[config.mk]
export PLATFORM = sky130hd
export DESIGN_NAME = neo_sndlatch
export DESIGN_NICKNAME = d
export VERILOG_FILES = /design/src/rtl/neo_sndlatch.sv
export SDC_FILE = /design/constraint.sdc
export NUM_CORES = 1
export LEC_CHECK = 0
export ABC_AREA = 1
export CAP_MARGIN = 20
export CORE_MARGIN = 10
export CORE_UTILIZATION = 41
export CTS_CLUSTER_DIAMETER = 200
export DETAILED_ROUTE_END_ITERATION = 8
export PLACE_DENSITY = 0.72
export SYNTH_ARGS = -nofsm -noshare
export SYNTH_HDL_FRONTEND = slang
export SYNTH_SLANG_ARGS = --single-unit
[constraint.sdc]
create_clock -name CLK_24M -period 1.7 [get_ports CLK_24M]
set_clock_uncertainty 0.1 [all_clocks]
set_input_delay 0.255 -clock CLK_24M [delete_from_list [all_inputs] [get_ports CLK_24M]]
set_output_delay 0.255 -clock CLK_24M [all_outputs]
set_load 0.02 [all_outputs]
[src/rtl/neo_sndlatch.sv]
// neo_sndlatch: 68k<->Z80 sound command/reply mailbox with Z80 NMI generation.
// Define SNDLATCH_OVERRUN_EN to enable sticky command overrun detection.

module neo_sndlatch_sync #(
    parameter int STAGES = 2
) (
    input  logic clk,
    input  logic rst,
    input  logic strobe_n,
    output logic fall
);
    logic [STAGES-1:0] sync_q;
    logic              prev_q;

    always_ff @(posedge clk or posedge rst) begin
        if (rst) begin
            sync_q <= '1;
            prev_q <= 1'b1;
        end else begin
            sync_q <= {sync_q[STAGES-2:0], strobe_n};
            prev_q <= sync_q[STAGES-1];
        end
    end

    assign fall = prev_q & ~sync_q[STAGES-1];
endmodule

module neo_sndlatch #(
    parameter int SYNC_STAGES    = 2,
    parameter int NMI_MIN_CYCLES = 24
) (
    input  logic       CLK_24M,
    input  logic       RESET,
    input  logic       nSNDWR,
    input  logic       nSNDRD,
    input  logic [7:0] M68K_DATA,
    output logic [7:0] SND_REPLY,
    input  logic       nSDZ80R,
    input  logic       nSDZ80W,
    input  logic       nSDZ80CLR,
    input  logic       nNMIEN,
    input  logic       nNMIDIS,
    input  logic [7:0] SDD_IN,
    output logic [7:0] SDD_OUT,
    output logic       nZ80NMI,
    output logic       CMD_PENDING,
    output logic       REPLY_VALID,
    output logic       OVERRUN
);
    localparam logic [7:0] CNT_TERM = 8'(NMI_MIN_CYCLES - 1);

    typedef enum logic [1:0] {
        ST_IDLE,
        ST_PULSE,
        ST_WAIT
    } nmi_state_e;

    logic [6:0] strobe_n;
    logic [6:0] fall;
    logic       wr_ev;
    logic       rd_ev;
    logic       z80r_ev;
    logic       z80w_ev;
    logic       clr_ev;
    logic       en_ev;
    logic       dis_ev;
    logic       unused_z80_rd;

    assign strobe_n = {nNMIDIS, nNMIEN, nSDZ80CLR, nSDZ80W,
                       nSDZ80R, nSNDRD, nSNDWR};

    for (genvar i = 0; i < 7; i++) begin : g_sync
        neo_sndlatch_sync #(
            .STAGES(SYNC_STAGES)
        ) u_sync (
            .clk     (CLK_24M),
            .rst     (RESET),
            .strobe_n(strobe_n[i]),
            .fall    (fall[i])
        );
    end

    assign wr_ev   = fall[0];
    assign rd_ev   = fall[1];
    assign z80r_ev = fall[2];
    assign z80w_ev = fall[3];
    assign clr_ev  = fall[4];
    assign en_ev   = fall[5];
    assign dis_ev  = fall[6];

    // Z80 reads see SDD_OUT directly; the event carries no state.
    assign unused_z80_rd = z80r_ev;

    logic [7:0] sdd_out_q;
    logic       cmd_pending_q;
    logic [7:0] reply_q;
    logic       reply_valid_q;
    logic       nmi_en_q;

    always_ff @(posedge CLK_24M or posedge RESET) begin
        if (RESET) begin
            sdd_out_q     <= 8'h00;
            cmd_pending_q <= 1'b0;
        end else if (wr_ev) begin
            sdd_out_q     <= M68K_DATA;
            cmd_pending_q <= 1'b1;
        end else if (clr_ev) begin
            cmd_pending_q <= 1'b0;
        end
    end

    always_ff @(posedge CLK_24M or posedge RESET) begin
        if (RESET) begin
            reply_q       <= 8'h00;
            reply_valid_q <= 1'b0;
        end else if (z80w_ev) begin
            reply_q       <= SDD_IN;
            reply_valid_q <= 1'b1;
        end else if (rd_ev) begin
            reply_valid_q <= 1'b0;
        end
    end

    always_ff @(posedge CLK_24M or posedge RESET) begin
        if (RESET) begin
            nmi_en_q <= 1'b0;
        end else if (dis_ev) begin
            nmi_en_q <= 1'b0;
        end else if (en_ev) begin
            nmi_en_q <= 1'b1;
        end
    end

`ifdef SNDLATCH_OVERRUN_EN
    logic overrun_q;

    always_ff @(posedge CLK_24M or posedge RESET) begin
        if (RESET) begin
            overrun_q <= 1'b0;
        end else if (wr_ev) begin
            if (cmd_pending_q) begin
                overrun_q <= 1'b1;
            end
        end else if (clr_ev) begin
            overrun_q <= 1'b0;
        end
    end

    assign OVERRUN = overrun_q;
`else
    assign OVERRUN = 1'b0;
`endif

    nmi_state_e state_q;
    nmi_state_e state_d;
    logic [7:0] cnt_q;
    logic [7:0] cnt_d;
    logic       nmi_n;

    always_ff @(posedge CLK_24M or posedge RESET) begin
        if (RESET) begin
            state_q <= ST_IDLE;
            cnt_q   <= 8'h00;
        end else begin
            state_q <= state_d;
            cnt_q   <= cnt_d;
        end
    end

    // A fresh write restarts the pulse; disable overrides everything.
    always_comb begin
        state_d = state_q;
        cnt_d   = cnt_q;
        unique case (state_q)
            ST_IDLE: begin
                state_d = ST_IDLE;
            end
            ST_PULSE: begin
                if (cnt_q == CNT_TERM) begin
                    state_d = ST_WAIT;
                end else begin
                    cnt_d = cnt_q + 8'd1;
                end
            end
            ST_WAIT: begin
                if (!cmd_pending_q) begin
                    state_d = ST_IDLE;
                end
            end
            default: begin
                state_d = ST_IDLE;
            end
        endcase
        if (wr_ev && nmi_en_q) begin
            state_d = ST_PULSE;
            cnt_d   = 8'h00;
        end
        if (dis_ev) begin
            state_d = ST_IDLE;
        end
    end

    always_comb begin
        nmi_n = 1'b1;
        unique case (state_q)
            ST_PULSE: nmi_n = 1'b0;
            ST_WAIT:  nmi_n = 1'b0;
            default:  nmi_n = 1'b1;
        endcase
    end

    assign SDD_OUT     = sdd_out_q;
    assign CMD_PENDING = cmd_pending_q;
    assign SND_REPLY   = reply_q;
    assign REPLY_VALID = reply_valid_q;
    assign nZ80NMI     = nmi_n;
endmodule

== Word-level counts from Yosys, hierarchy flattened ==
Index checks and enable logic that the tools add are counted.
W data, S select, Z words.

* Word-level logic and storage cells: 61
* Output and inout bits: 20
* Input port bits: 25
* Register bits: 47

* $add $sub $neg: 1
* Muxes and demuxes: 15
* Eq/ne operators: 6
* Bitwise operators: 12
* Reduce and logical (&&, ||, !) cells: 8

{| class="wikitable"
|+ Operator list
! kind !! number
|-
| $mux W8 || 3
|-
| $add A8 B1 Y8 const B || 1
|-
| $eq A8 B5 Y1 const B || 1
|-
| $mux W2 || 4
|-
| $ne A4 B4 Y1 const B || 2
|-
| $reduce_bool A2 Y1 || 4
|-
| $mux W1 || 7
|-
| $and A1 B1 Y1 || 6
|-
| $not A1 Y1 || 6
|-
| $pmux W2 S2 || 1
|-
| $reduce_and A2 Y1 || 2
|-
| $eq A2 B1 Y1 const B || 1
|-
| $eq A2 B2 Y1 const B || 1
|-
| $ne A2 B1 Y1 const B || 1
|-
| $reduce_or A2 Y1 || 1
|-
| $logic_and A1 B1 Y1 || 1
|}

== Logic depth before layout (Yosys ltp) ==
* Depth in word-level cells: 5
* Depth in mapped cells: 9
* Mapped depth without buffers: 9

== Cells and area by module ==
A second synthesis with hierarchy kept.

* Cell total of the unflattened synthesis: 211
* Area total of the unflattened synthesis: 1,984.4 sq um

{| class="wikitable"
|+ By module, submodules not included
! module !! sequential area each (sq um) !! cells each !! area each (sq um) !! times used
|-
| neo_sndlatch || 725.7 || 175 || 1,428.9 || 1
|-
| neo_sndlatch_sync || 78.8 || 6 || 92.6 || 6
|}

== Worst setup path before layout ==
Ideal clock, no wire load.

* Path type: register to register
* From: reg g_sync[0].u_sync.prev_q
* To: reg state_q[0]
* Cell stages (with the launch flop): 9
* Path buffers: 1
* Data required time: 1.483 ns
* Setup time: 0.117 ns
* Period minus slack after synthesis: 1.379 ns
* Arrival time: 1.162 ns
* Setup slack: 0.321 ns
* Cell sequence: dfstp_2 inv_1 nor2_4 nand2_4 buf_6 nand3_2 nand2_1 nand3_1 nand2_1

* Word-level cells in the longest chain between the ends: 4
* Elaborated cells between the ends (all ways): 7
* Classes of those cells: eq/ne: 2; mux: 2; bitwise: 1; reduce/logical: 2

{| class="wikitable"
|+ RTL lines
! element !! RTL line !! source
|-
| start: declaration || 13 || <nowiki>logic prev_q;</nowiki>
|-
| start signal: assignment || 21 || <nowiki>prev_q <= sync_q[STAGES-1];</nowiki>
|-
| $and A1 B1 Y1 (*) || 25 || <nowiki>assign fall = prev_q & ~sync_q[STAGES-1];</nowiki>
|-
| $logic_and A1 B1 Y1 (*) || 194 || <nowiki>if (wr_ev && nmi_en_q) begin</nowiki>
|-
| $ne A4 B4 Y1 (no source line) / $mux W2 (equally long branches) || n/a ||
|-
| $reduce_and A2 Y1 (no source line) / $mux W2 (equally long branches) || n/a ||
|-
| end signal: assignment || 165 || <nowiki>state_q <= state_d;</nowiki>
|-
| end: declaration || 154 || <nowiki>nmi_state_e state_q;</nowiki>
|}

Mark *: on every way between the ends. The rest lies on a longest branch, timed or not.
A chain may end at the register's enable or synchronous reset.

== Final worst setup path ==
* From: reg cmd_pending_q, in the netlist CMD_PENDING
* To: out CMD_PENDING

{| class="wikitable"
|+ RTL lines
! element !! RTL line !! source
|-
| start: declaration || 95 || <nowiki>logic cmd_pending_q;</nowiki>
|-
| start signal: assignment || 103 || <nowiki>cmd_pending_q <= 1'b0;</nowiki>
|-
| start signal: assignment || 106 || <nowiki>cmd_pending_q <= 1'b1;</nowiki>
|-
| start signal: assignment || 108 || <nowiki>cmd_pending_q <= 1'b0;</nowiki>
|-
| end: declaration || 46 || <nowiki>output logic CMD_PENDING,</nowiki>
|}

No word-level cell between the ends.

==> metrics.txt <==
Seq cells post-synth=47; Buf/Inv on CP=1; fin. max-slew vios=0; Max Freq=0.612 GHz; RSZ-0062 raised after global routing=no; Hold Fails Final Rpt=0; Port-buffer cells=42; register area share after synthesis=61.4%; commonest non-fill, non-tap cell in the layout=nand2_1; CTS sink count=47; Lkg Pwr=1.16 nW; CTS tree=yes; Final Cycle Share=96.1%; critical path endpoint category=primary output; largest net degree at the start of global routing=35; arrival time at the worst endpoint=1.28 ns; Crit-path slowest cell=clkdlybuf4s50_1; wire length per cell=12.1 um; Vias/cell=4.62; area leader, netlist=dfrtp_1; first-pass GRT wire length=6150 um; Root Driver=clkbuf_8; Worst path top cell family by delay=buffers and inverters; kind of critical path=flip-flop to primary output; DRT Pass-1 Iters=4; Hold Crit Class=input port to async pin; antenna cells=0; Yosys warnings=0; final setup violation count=0; routability congestion estimate from global placement=0.794; DP Cell Count=284; Finished Core Util=54.1%; vias in the first global route=1397; clk_lat worst skew=0.30 ns; gr usage total=9.81%; setup TNS=0 ns; Synth Cell Area=1950 um2; CP max FO=3; FP Rows=25; Die Area=7920 um2; Final min period=1.63 ns; Hold-fix buffers, CTS=0; CTS Buffer Depth=2; run status=complete, no violations; Setup Buffers After CTS=0; DR vias=1350; share of cells above drive strength 1=23.1%; commonest cells after routing, fill and taps aside=nand2_1 (60), clkdlybuf4s50_1 (41), dfrtp_1 (29); worst path cell trace=clkdlybuf4s50_1; io pins=45; pre-CTS setup slack=0.0643 ns; post-synth cell types=24; Initial Util=41.9%; Pwr Density=952 nW/um2; Synth top area share=37.2%; Worst VDD drop=0.000617 V; antenna violations before repair=0; Layout Cells excl Fill=292; area grow syn2layout=29.2%; nets=265; H-Tree Depth=2; drt total wl=3550 um; 1st-iter DRT viols=88; top cells by area, synth=dfrtp_1 (37%), dfstp_2 (24%), nand2_1 (12%); Slowest Stage Delay on Critical Path=0.61 ns; Die Wd=89.0 um; Detail Placement HPWL=2680 um; Post-Synthesis Cells=188; Syn Area/Cell=10.4 um2; Die Span Y=89.0 um; syn nets=216; Routed Antenna Nets=0; Worst-path clk slew=0.09 ns; Max Cap Viol=0; Total Power=2.40 mW; Worst EP required=1.34 ns; Final WS setup=0.0664 ns; Congestion Overflow GR=0; Post-route DRC=0; number of buffers created by CTS=5; Core Area=4660 um2; Startpoint Class=flip-flop
==> where the power goes <==
group	switching [mW]	total, mW	leakage, nW	internal [mW]
registers	0.0571	1.29	0.553	1.23
clock network	0.352	0.688	0.0489	0.336
logic	0.212	0.423	0.557	0.211
total	0.622	2.40	1.16	1.78
==> registers in the layout (all words and copies together) (netlist names) <==
register and count:
cnt_q 8, state_q 2, g_sync.u_sync.prev_q 6, g_sync.u_sync.sync_q 12, REPLY_VALID 1, nmi_en_q 1
SND_REPLY 8, CMD_PENDING 1, SDD_OUT 8
==> per-stage QoR <==
stage	area, um2	hold WS [ns]
finish	2520	0.157
global route	2520	0.181
CTS	2530	0.154
detailed placement	2430	0.247
global placement	2430	0.246
floorplan	1950	0.159
==> cell type report <==
cell class                      count  area [um2]
Multi-Input combinational cell    118         649
Fill cell                         427        2140
Clock inverter                      1        8.76
Clock buffer                        7        86.3
Tap cell                           54        67.6
Timing Repair Buffer               45         438
Sequential cell                    47        1200
Inverter                           20        75.1
==> path summary, 6_finish.rpt <==
kind                                                   endpoint  slack (ns)                            startpoint  cells after the start
setup / recovery                                    CMD_PENDING        0.07               CMD_PENDING$_DFFE_PP0P_                      1
hold / removal                           SDD_OUT[5]$_DFFE_PP0P_        0.16                                 RESET                      3
setup reg to reg                           cnt_q[0]$_DFFE_PP0P_        0.15                  cnt_q[1]$_DFFE_PP0P_                      8
hold reg to reg            g_sync[0].u_sync.sync_q[1]$_DFF_PP1_        0.26  g_sync[0].u_sync.sync_q[0]$_DFF_PP1_                      0
max in group asynchronous  g_sync[1].u_sync.sync_q[0]$_DFF_PP1_        0.91                                 RESET                      3
min in group CLK_24M       g_sync[4].u_sync.sync_q[0]$_DFF_PP1_        0.26                             nSDZ80CLR                      1
==> cells in the mapped netlist <==
master,number
nor2_1,7
buf_6,2
buf_4,1
inv_2,1
nand2_4,2
xor2_1,1
nor3_2,1
mux2_2,8
o21ai_1,1
nor2_2,1
dfrtp_1,29
o21ai_0,2
nor2_4,3
nand3_1,14
o21bai_1,1
o21ai_2,3
inv_1,19
conb_1,1
nand3_2,2
nand2_1,60
a21oi_1,3
ha_1,3
dfstp_2,18
nand2_2,5
==> cell families (layout without fill, tap and decap cells) <==
group / Yosys count / count (layout) / share of synthesized area, %
other: 1 / 1 / 0.192
XOR/XNOR: 1 / 1 / 0.449
buffers and inverters: 23 / 73 / 5.38
AND/OR/NAND/NOR: 95 / 95 / 22.8
adder cells (fa/ha/maj): 3 / 3 / 1.92
flip-flops: 47 / 47 / 61.4
multiplexers: 8 / 8 / 4.61
AO/OA/AOI/OAI: 10 / 10 / 3.27
==> metal layers <==
| layer | vias up | routed length, um | GRT usage, % |
|---|---|---|---|
| met3 | 6 | 270 | 4.83 |
| li1 | 680 | - | - |
| met1 | 634 | 1510 | 11.1 |
| met2 | 30 | 1720 | 16.2 |
| met4 | 0 | 42 | 2.60 |
| met5 | - | 0 | 0 |
==> what timing repair did <==
item                                    4_1_cts  5_1_grt
gates resized for setup                       2        1
endpoints found under the setup margin        1        1
gates cloned                                  0        0
(Power assumes the default switching activity.)
